===== src/rtl/frame_buffer_reader.sv =====
// frame_buffer_reader: scans a frame RAM in raster order and streams (x, y, colour)
// pixels through a valid/ready handshake. RAM reads have one cycle of latency; a
// 2-entry output buffer absorbs back-pressure, and a read is only issued when a
// buffer slot is guaranteed for its data.
// Optional feature: define FRAME_BUFFER_READER_CONTINUOUS_EN to rescan frames
// back-to-back after the first start.
module frame_buffer_reader #(
   parameter int unsigned FRAME_W      = 320,
   parameter int unsigned FRAME_H      = 240,
   parameter int unsigned ROW_STRIDE   = 360,
   parameter int unsigned COLOUR_WIDTH = 3
) (
   input  logic                    CLOCK_50,
   input  logic                    resetn,
   input  logic                    start,
   output logic [16:0]             rd_address,
   input  logic [COLOUR_WIDTH-1:0] rd_q,
   output logic [8:0]              out_x,
   output logic [7:0]              out_y,
   output logic [COLOUR_WIDTH-1:0] out_colour,
   output logic                    out_valid,
   input  logic                    out_ready,
   output logic                    busy,
   output logic                    frame_done
);

`ifdef FRAME_BUFFER_READER_CONTINUOUS_EN
   localparam bit Continuous = 1'b1;
`else
   localparam bit Continuous = 1'b0;
`endif

   localparam logic [8:0]  XLast  = 9'(FRAME_W - 1);
   localparam logic [7:0]  YLast  = 8'(FRAME_H - 1);
   localparam logic [16:0] Stride = 17'(ROW_STRIDE);

   typedef enum logic [1:0] {StIdle, StScan, StDrain} state_e;

   typedef struct packed {
      logic                    last;
      logic [7:0]              y;
      logic [8:0]              x;
      logic [COLOUR_WIDTH-1:0] colour;
   } pix_t;

   state_e      state_q;
   logic [8:0]  x_q;
   logic [7:0]  y_q;
   logic [16:0] row_base_q;
   logic [16:0] addr_q;

   // Tag of the read whose data appears on rd_q this cycle
   logic        rd_pend_q;
   logic        rd_last_q;
   logic [8:0]  rd_x_q;
   logic [7:0]  rd_y_q;

   pix_t        head_q, tail_q, head_d, tail_d, arrive;
   logic        head_v_q, tail_v_q, head_v_d, tail_v_d;
   logic        busy_q, done_q;

   logic        pop, issue, issue_last;
   logic [2:0]  occ;

   assign rd_address = addr_q;
   assign out_x      = head_q.x;
   assign out_y      = head_q.y;
   assign out_colour = head_q.colour;
   assign out_valid  = head_v_q;
   assign busy       = busy_q;
   assign frame_done = done_q;

   // Issue decision: occupancy after this edge (buffered + in flight) must leave room
   always_comb begin
      pop        = head_v_q & out_ready;
      occ        = 3'(head_v_q) + 3'(tail_v_q) + 3'(rd_pend_q) - 3'(pop);
      issue_last = (x_q == XLast) && (y_q == YLast);
      issue      = (occ <= 3'd1) && (((state_q == StIdle) && start) || (state_q == StScan));
   end

   // Output buffer next state: pop from head, then land returning RAM data
   always_comb begin
      head_d   = head_q;
      tail_d   = tail_q;
      head_v_d = head_v_q;
      tail_v_d = tail_v_q;
      arrive   = '{last: rd_last_q, y: rd_y_q, x: rd_x_q, colour: rd_q};
      if (pop) begin
         if (tail_v_q) head_d = tail_q;
         head_v_d = tail_v_q;
         tail_v_d = 1'b0;
      end
      if (rd_pend_q) begin
         if (!head_v_d) begin
            head_d   = arrive;
            head_v_d = 1'b1;
         end else begin
            tail_d   = arrive;
            tail_v_d = 1'b1;
         end
      end
   end

   // Scan counters, read pipeline, output buffer and control FSM
   always_ff @(posedge CLOCK_50) begin
      if (!resetn) begin
         state_q    <= StIdle;
         x_q        <= '0;
         y_q        <= '0;
         row_base_q <= '0;
         addr_q     <= '0;
         rd_pend_q  <= 1'b0;
         rd_last_q  <= 1'b0;
         rd_x_q     <= '0;
         rd_y_q     <= '0;
         head_q     <= '0;
         tail_q     <= '0;
         head_v_q   <= 1'b0;
         tail_v_q   <= 1'b0;
         busy_q     <= 1'b0;
         done_q     <= 1'b0;
      end else begin
         head_q    <= head_d;
         tail_q    <= tail_d;
         head_v_q  <= head_v_d;
         tail_v_q  <= tail_v_d;
         done_q    <= pop & head_q.last;
         rd_pend_q <= issue;

         if (issue) begin
            rd_last_q <= issue_last;
            rd_x_q    <= x_q;
            rd_y_q    <= y_q;
            if (x_q == XLast) begin
               x_q <= '0;
               if (issue_last) begin
                  y_q        <= '0;
                  row_base_q <= '0;
                  addr_q     <= '0;
               end else begin
                  y_q        <= y_q + 8'd1;
                  row_base_q <= row_base_q + Stride;
                  addr_q     <= row_base_q + Stride;
               end
            end else begin
               x_q    <= x_q + 9'd1;
               addr_q <= addr_q + 17'd1;
            end
         end

         unique case (state_q)
            StIdle: begin
               // The idle address is (0,0), so the start edge itself issues the first read
               if (issue) begin
                  state_q <= (issue_last && !Continuous) ? StDrain : StScan;
                  busy_q  <= 1'b1;
               end
            end
            StScan: begin
               if (issue && issue_last && !Continuous) state_q <= StDrain;
            end
            StDrain: begin
               if (pop && head_q.last) begin
                  state_q <= StIdle;
                  busy_q  <= 1'b0;
               end
            end
            default: state_q <= StIdle;
         endcase
      end
   end

endmodule


===== config.mk =====
export PLATFORM = sky130hd
export DESIGN_NAME = frame_buffer_reader
export DESIGN_NICKNAME = d
export VERILOG_FILES = /design/src/rtl/frame_buffer_reader.sv
export SDC_FILE = /design/constraint.sdc
export NUM_CORES = 1
export LEC_CHECK = 0
export ABC_AREA = 0
export CORE_UTILIZATION = 60
export DETAILED_ROUTE_END_ITERATION = 12
export HOLD_SLACK_MARGIN = 0.03
export PLACE_DENSITY = 0.88
export SYNTH_ARGS = -nofsm -noshare
export SYNTH_HDL_FRONTEND = slang
export SYNTH_SLANG_ARGS = --single-unit

===== constraint.sdc =====
create_clock -name CLOCK_50 -period 6.6 [get_ports CLOCK_50]
set_input_delay 1.32 -clock CLOCK_50 [delete_from_list [all_inputs] [get_ports CLOCK_50]]
set_output_delay 1.32 -clock CLOCK_50 [all_outputs]
set_load 0.05 [all_outputs]

==> impl_metrics.csv, run 1 <==
group,metric,value,unit
power,powerDensity,301,nW/um^2
grt,grt.total_usage,29.7,%
power,p_int,1.37,mW
cts,cts-root-buf,"clkbuf_8",
cts,ctsResizeCount,0,
detailed_routing,ant_nets,0,
yosys,synth_cells,643,
grt,grt_max_degree,75,
yosys,ys_seq_area_share,44.3,%
timing,finalHoldViolations,0,
detailed_routing,drt_pass1_iterations,5,
cts,clock_sinks,118,
power,swShare,27.5,%
floorplanning,io_pins,47,
floorplanning,core,8680,um^2
floorplanning,fp-row-count,34,
placed_design,dp.cells,744,
power,seqPwrFrac,40.1,%
detailed_routing,wl,12.7,mm
placed_design,dp_hpwl,7.85,mm
yosys,synth_cell_types,57,
yosys,synthesis.nets,657,
timing,fmax,238,MHz
placed_design,place.port_buffers,46,
cts,postCtsSetupBuffers,0,
finish,syn_to_final_growth,17.5,%
finish,final_cell_mix,"118 x dfxtp_1, 109 x nand2_1, 67 x a21oi_1, 52 x nor2_1, 46 x clkdlybuf4s50_1",
timing,slew_violations,0,
cts,cts_hold_buf,0,
cts,clock_path_buffers,2,
setup_path,cp-end-kind,"register",
yosys,synth_edf_count,0,
finish,diodes,0,
placed_design,gp_congestion,0.844,
timing,period_needed,4.21,ns
grt,gr-total-overflow,0,
run_status,outcome,"complete, no violations",
timing,setup_viol,0,
setup_path,critical_path_arrival,4.66,ns
yosys,yosysWarnings,0,
detailed_routing,viasPerCell,6.03,
detailed_routing,routedWlPerCell,16.3,um
yosys,yosysTopAreaCell,"dfxtp_1",
timing,rsz0062_at_grt,"false",
setup_path,crit_type,"in2reg",
power,ir_worst_vdd,0.172,mV
setup_path,crit_fanout,9,
yosys,ys_top_cells_by_area,"dfxtp_1 44%, nand2_1 7.7%, a21oi_1 6.3%",
finish,final_common_cell,"dfxtp_1",
yosys,syn_area,5330,um^2
yosys,synth_seq_cells,118,
power,p_sw,519,uW
floorplanning,dieArea,9260,um^2
detailed_routing,drcViolationCount,0,
grt,grt_pass1_wl,20.9,mm
finish,final_layout_size_suffix_gt1_share,7.19,%
cts,ctsHtreeMaxLevel,4,
yosys,ys.flop_type,"dfxtp_1",
yosys,async_flop_share,0,%
setup_path,start_kind,"input port",
power,p_leak,2.34,nW
cts,cts_tree,"done",
power,power_frac_clock,48.0,%
run,drv_cap,0,
detailed_routing,vias,4680,
yosys,synth_top_area_share,44.3,%
timing,fin_skew,0.00731,ns
floorplanning,die_w,96.2,um
finish,final_cell_area,6260,um^2
grt,antenna_found_initial,0,
hold_path,hold_path.class,"reg2reg",
timing,slew_headroom,19.0,%
timing,setup_tns,0,ns
timing,worstMarginPinSlew,1.21,ns
cts,clkTransAtPathRegs,0.06,ns
yosys,synth_area_per_cell,8.29,um^2
detailed_routing,drt-initial-drc-count,275,
grt,grt_pass1_vias,4486,
placed_design,placed_area,5670,um^2
floorplanning,dieHeight,96.2,um
finish,postLayoutCoreUtil,72.1,%
timing,finalCritPeriodShare,63.7,%
power,fin_total_pwr,1.89,mW
floorplanning,initial_utilization,61.4,%
finish,layout.nets,669,
power,combPwrFrac,11.9,%
cts,cts_buffers,17,
cts,clk_latency,0.52,ns
finish,layoutNonFillerInstCount,776,
setup_path,critPathRequiredTime,7.06,ns
-- cells in the mapped netlist, drive strengths merged, types with 2 or more instances --
cell     number
nor4b         2
clkbuf       33
a211oi       22
nand3b        2
and2          4
or3           7
o22ai         5
nand2b        6
a311oi        2
o31a          2
or2           2
and4b         2
xor2         15
o21ai        24
xnor2        12
a21oi        67
nand2       110
o2bb2ai       2
inv          11
a21o          2
buf          26
a31oi         5
and4          3
nand4        12
dfxtp       118
ha            6
o21a          3
or4           5
nor4          5
nand3        20
nor3          9
and3          8
nor2         53
mux2i        22
-- kinds of logic after synthesis --
group	count (synthesis)	synth area share, %
compound gates	145	16.4
buf+inv	70	6.46
flops	118	44.3
mux	23	4.34
xor+xnor	27	4.44
fa+ha+maj	7	1.78
simple gates	253	22.3
-- metal layers --
layer  vias up  GRT usage [%]  wire (um)
li1       2255              -          -
met1      2201           34.1       5290
met2       185           50.9       6160
met3        39           7.66        825
met4         0           15.2        379
met5         -              0          0
-- power groups by stage --
stage | Sequential [mW] | Clock, mW | Combinational [mW]
after floorplan | 0.782 | 0 | 0.163
after global placement | 0.771 | 0 | 0.215
after detailed placement | 0.772 | 0 | 0.220
after CTS | 0.757 | 0.912 | 0.224
after global routing | 0.761 | 0.948 | 0.239
final | 0.757 | 0.906 | 0.224
-- stage by stage --
stage / worst slack, ns / hold slack (ns)
floorplan: 2.57 / 0.417
global placement: 1.99 / 0.441
detailed placement: 1.93 / 0.443
CTS: 2.41 / 0.454
global route: 2.29 / 0.468
finish: 2.39 / 0.454
-- critical path, cell delays in order --
cell,delay (ns)
clkdlybuf4s50_1,0.48
and2_1,0.20
ha_1,0.25
inv_1,0.07
fa_1,0.44
o2bb2ai_1,0.19
or4_4,0.56
or4_1,0.66
or3_1,0.42
o21ai_2,0.06
-- flip-flops by register name, summed over array words and instances, names as in the netlist, 9 cells and up --
register / flops
tail_q: 21
x_q: 9
row_base_q: 17
rd_address: 17
rd_x_q: 9
out_x: 9
-- worst paths after layout --
kind,from,to,slack (ns),cells after the start
worst min-delay path,tail_q[10]$_SDFFE_PN0P_,tail_q[10]$_SDFFE_PN0P_,0.45,2
worst max register to register,out_valid$_SDFF_PN0_,row_base_q[10]$_SDFFE_PN0P_,3.25,9
worst max-delay path,out_ready,row_base_q[10]$_SDFFE_PN0P_,2.39,10
worst min register to register,tail_q[10]$_SDFFE_PN0P_,tail_q[10]$_SDFFE_PN0P_,0.45,2
-- area by class of cell --
cell class / instances / area (um^2)
Clock buffer: 19 / 442
Inverter: 11 / 41.3
Clock inverter: 13 / 149
Multi-Input combinational cell: 455 / 2630
Timing Repair Buffer: 52 / 505
Sequential cell: 118 / 2360
Fill cell: 630 / 2420
Tap cell: 108 / 135
Power figures use the tool's default switching activity.
==> inputs of run 2 (changes only) <==
Settings changed: CORE_UTILIZATION 60 to 52, PLACE_DENSITY 0.88 to 0.82.
Clock period 6.6 ns to 3.7 ns, I/O delays scaled along.
==> run 2 against run 1 <==
  * Critical path depth unchanged
  * Die area rose by 15%
  * Clock skew shrank 0.00077 ns
  * Sequential power grew 78%
  * Sequential cell count is the same
  * Worst hold slack got worse by 0.00066 ns
  * First-iteration DRC count is 5.5% lower
  * Worst setup slack lost 2.1 ns
  * Register-to-register slack worse by 2.7 ns
  * Critical path type unchanged
  * Critical endpoint unchanged
==> impl_metrics.csv, run 2 (synthesis results as in run 1) <==
group,metric,value,unit
cts,clock_path_buffers,2,
finish,layout.nets,683,
cts,cts_tree,"done",
timing,worstMarginPinSlew,0.836,ns
floorplanning,core,9860,um^2
floorplanning,fp-row-count,36,
setup_path,critical_path_arrival,3.87,ns
finish,final_layout_size_suffix_gt1_share,9.09,%
finish,nFillCells,766,
setup_path,critPathRequiredTime,4.16,ns
cts,ctsResizeCount,0,
timing,fmax,293,MHz
timing,rsz0062_at_grt,"false",
setup_path,crit_slowest_cell,"or4_1",
cts,postCtsSetupBuffers,0,
timing,finalHoldViolations,0,
power,p_leak,2.42,nW
placed_design,dp_hpwl,8.50,mm
cts,cts_hold_buf,0,
cts,cts-root-buf,"clkbuf_8",
finish,top_register,"tail_q",
grt,antenna_found_initial,0,
setup_path,start_kind,"input port",
finish,syn_to_final_growth,20.8,%
finish,final_cell_area,6440,um^2
grt,grt_pass1_vias,4503,
detailed_routing,drt-initial-drc-count,260,
detailed_routing,drt_pass1_iterations,5,
finish,final_common_cell,"dfxtp_1",
finish,diodes,0,
placed_design,dp.cells,783,
setup_path,path_cells,"clkdlybuf4s50_1 > and2_1 > ha_1 > inv_1 > fa_1 > o2bb2ai_1 > or4_4 > or4_1 > or3_1 > o21ai_2",
timing,setup_viol,0,
grt,gr-total-overflow,0,
floorplanning,initial_utilization,54.0,%
finish,final_cell_mix,"118 x dfxtp_1, 109 x nand2_1, 67 x a21oi_1, 52 x nor2_1, 46 x clkdlybuf4s50_1",
timing,finalCritPeriodShare,92.1,%
placed_design,place.port_buffers,46,
detailed_routing,routedWlPerCell,15.8,um
detailed_routing,drcViolationCount,0,
timing,fin_skew,0.00654,ns
detailed_routing,vias,4741,
cts,clock_sinks,118,
timing,slew_headroom,44.3,%
finish,layoutNonFillerInstCount,815,
floorplanning,dieArea,10700,um^2
run_status,outcome,"complete, no violations",
floorplanning,die_w,103,um
cts,clk_latency,0.52,ns
grt,grt.total_usage,26.2,%
detailed_routing,ant_nets,0,
cts,clkTransAtPathRegs,0.06,ns
placed_design,placed_area,5830,um^2
floorplanning,dieHeight,103,um
setup_path,crit_fanout,4,
setup_path,cp_slowest_stage_delay,0.54,ns
floorplanning,io_pins,47,
detailed_routing,wl,12.9,mm
power,powerDensity,534,nW/um^2
placed_design,gp_congestion,0.874,
finish,largest_register_ffs,21,
grt,grt_pass1_wl,21.5,mm
setup_path,cp-end-kind,"register",
power,ir_worst_vdd,0.285,mV
hold_path,hold_path.class,"reg2reg",
grt,grt_max_degree,77,
timing,period_needed,3.41,ns
cts,cts_buffers,17,
detailed_routing,viasPerCell,5.82,
timing,slew_violations,0,
run,drv_cap,0,
cts,ctsHtreeMaxLevel,4,
setup_path,crit_type,"in2reg",
==> run 2: cell count changes in the layout (fill, tap and decap cells not counted) <==
| cell | previous run | this run |
|---|---|---|
| inv_6 | 1 | 5 |
| clkbuf_8 | 3 | 1 |
| bufinv_16 | 2 | 3 |
| buf_12 | 0 | 2 |
| clkinv_2 | 2 | 1 |
| buf_4 | 6 | 18 |
| clkinv_4 | 5 | 4 |
| clkinvlp_4 | 2 | 1 |
==> run 2: per-layer routing <==
| metal | global-route usage (%) | vias to the layer above | part of all wire (%) |
|---|---|---|---|
| li1 | - | 2284 | - |
| met1 | 32.5 | 2255 | 43 |
| met2 | 43.6 | 162 | 49 |
| met3 | 5.31 | 40 | 5.5 |
| met4 | 12.4 | 0 | 2.9 |
| met5 | 0 | - | 0 |
==> run 2: where the power goes <==
group | total, mW | switching [mW] | internal [mW] | leakage [nW]
logic | 0.419 | 0.282 | 0.138 | 1.17
clock network | 1.67 | 0.623 | 1.04 | 0.296
registers | 1.35 | 0.0348 | 1.32 | 0.956
total | 3.44 | 0.939 | 2.50 | 2.42
==> run 2: stage by stage <==
step / power (mW) / hold WS [ns] / setup slack, ns / util (%) / TNS, ns
5_1_grt: 3.55 / 0.467 / 0.198 / 65.3 / 0
4_1_cts: 3.45 / 0.455 / 0.301 / 65.3 / 0
2_1_floorplan: 1.69 / 0.417 / 0.249 / - / 0
3_5_place_dp: 1.79 / 0.446 / -0.223 / 59.1 / -1.34
6_report: 3.44 / 0.453 / 0.291 / 65.3 / 0
3_3_place_gp: 1.78 / 0.440 / -0.169 / 59.1 / -0.718
==> run 2: area by class of cell <==
type	instances	area (um^2)	area share [%]
inverters	11	41.3	0.641
flip-flops and latches	118	2360	36.7
clock buffers	17	414	6.43
repair buffers	66	636	9.87
multi-input cells	455	2630	40.8
clock inverters	15	193	2.99
well taps	133	166	2.59
==> run 2: final timing paths <==
kind | start | end | slack [ns] | cells past startpoint
worst max-delay path | out_ready | row_base_q[10]$_SDFFE_PN0P_ | 0.29 | 10
worst max register to register | out_valid$_SDFF_PN0_ | row_base_q[10]$_SDFFE_PN0P_ | 0.58 | 9
worst min-delay path | tail_q[2]$_SDFFE_PN0P_ | tail_q[2]$_SDFFE_PN0P_ | 0.45 | 2
worst min register to register | tail_q[2]$_SDFFE_PN0P_ | tail_q[2]$_SDFFE_PN0P_ | 0.45 | 2
==> run 2: worst max-delay path, delay by kind of cell <==
kind / cells / cell delay, ns
fa+ha+maj: 2 / 0.67
buf+inv: 2 / 0.55
compound gates: 2 / 0.25
simple gates: 4 / 1.65
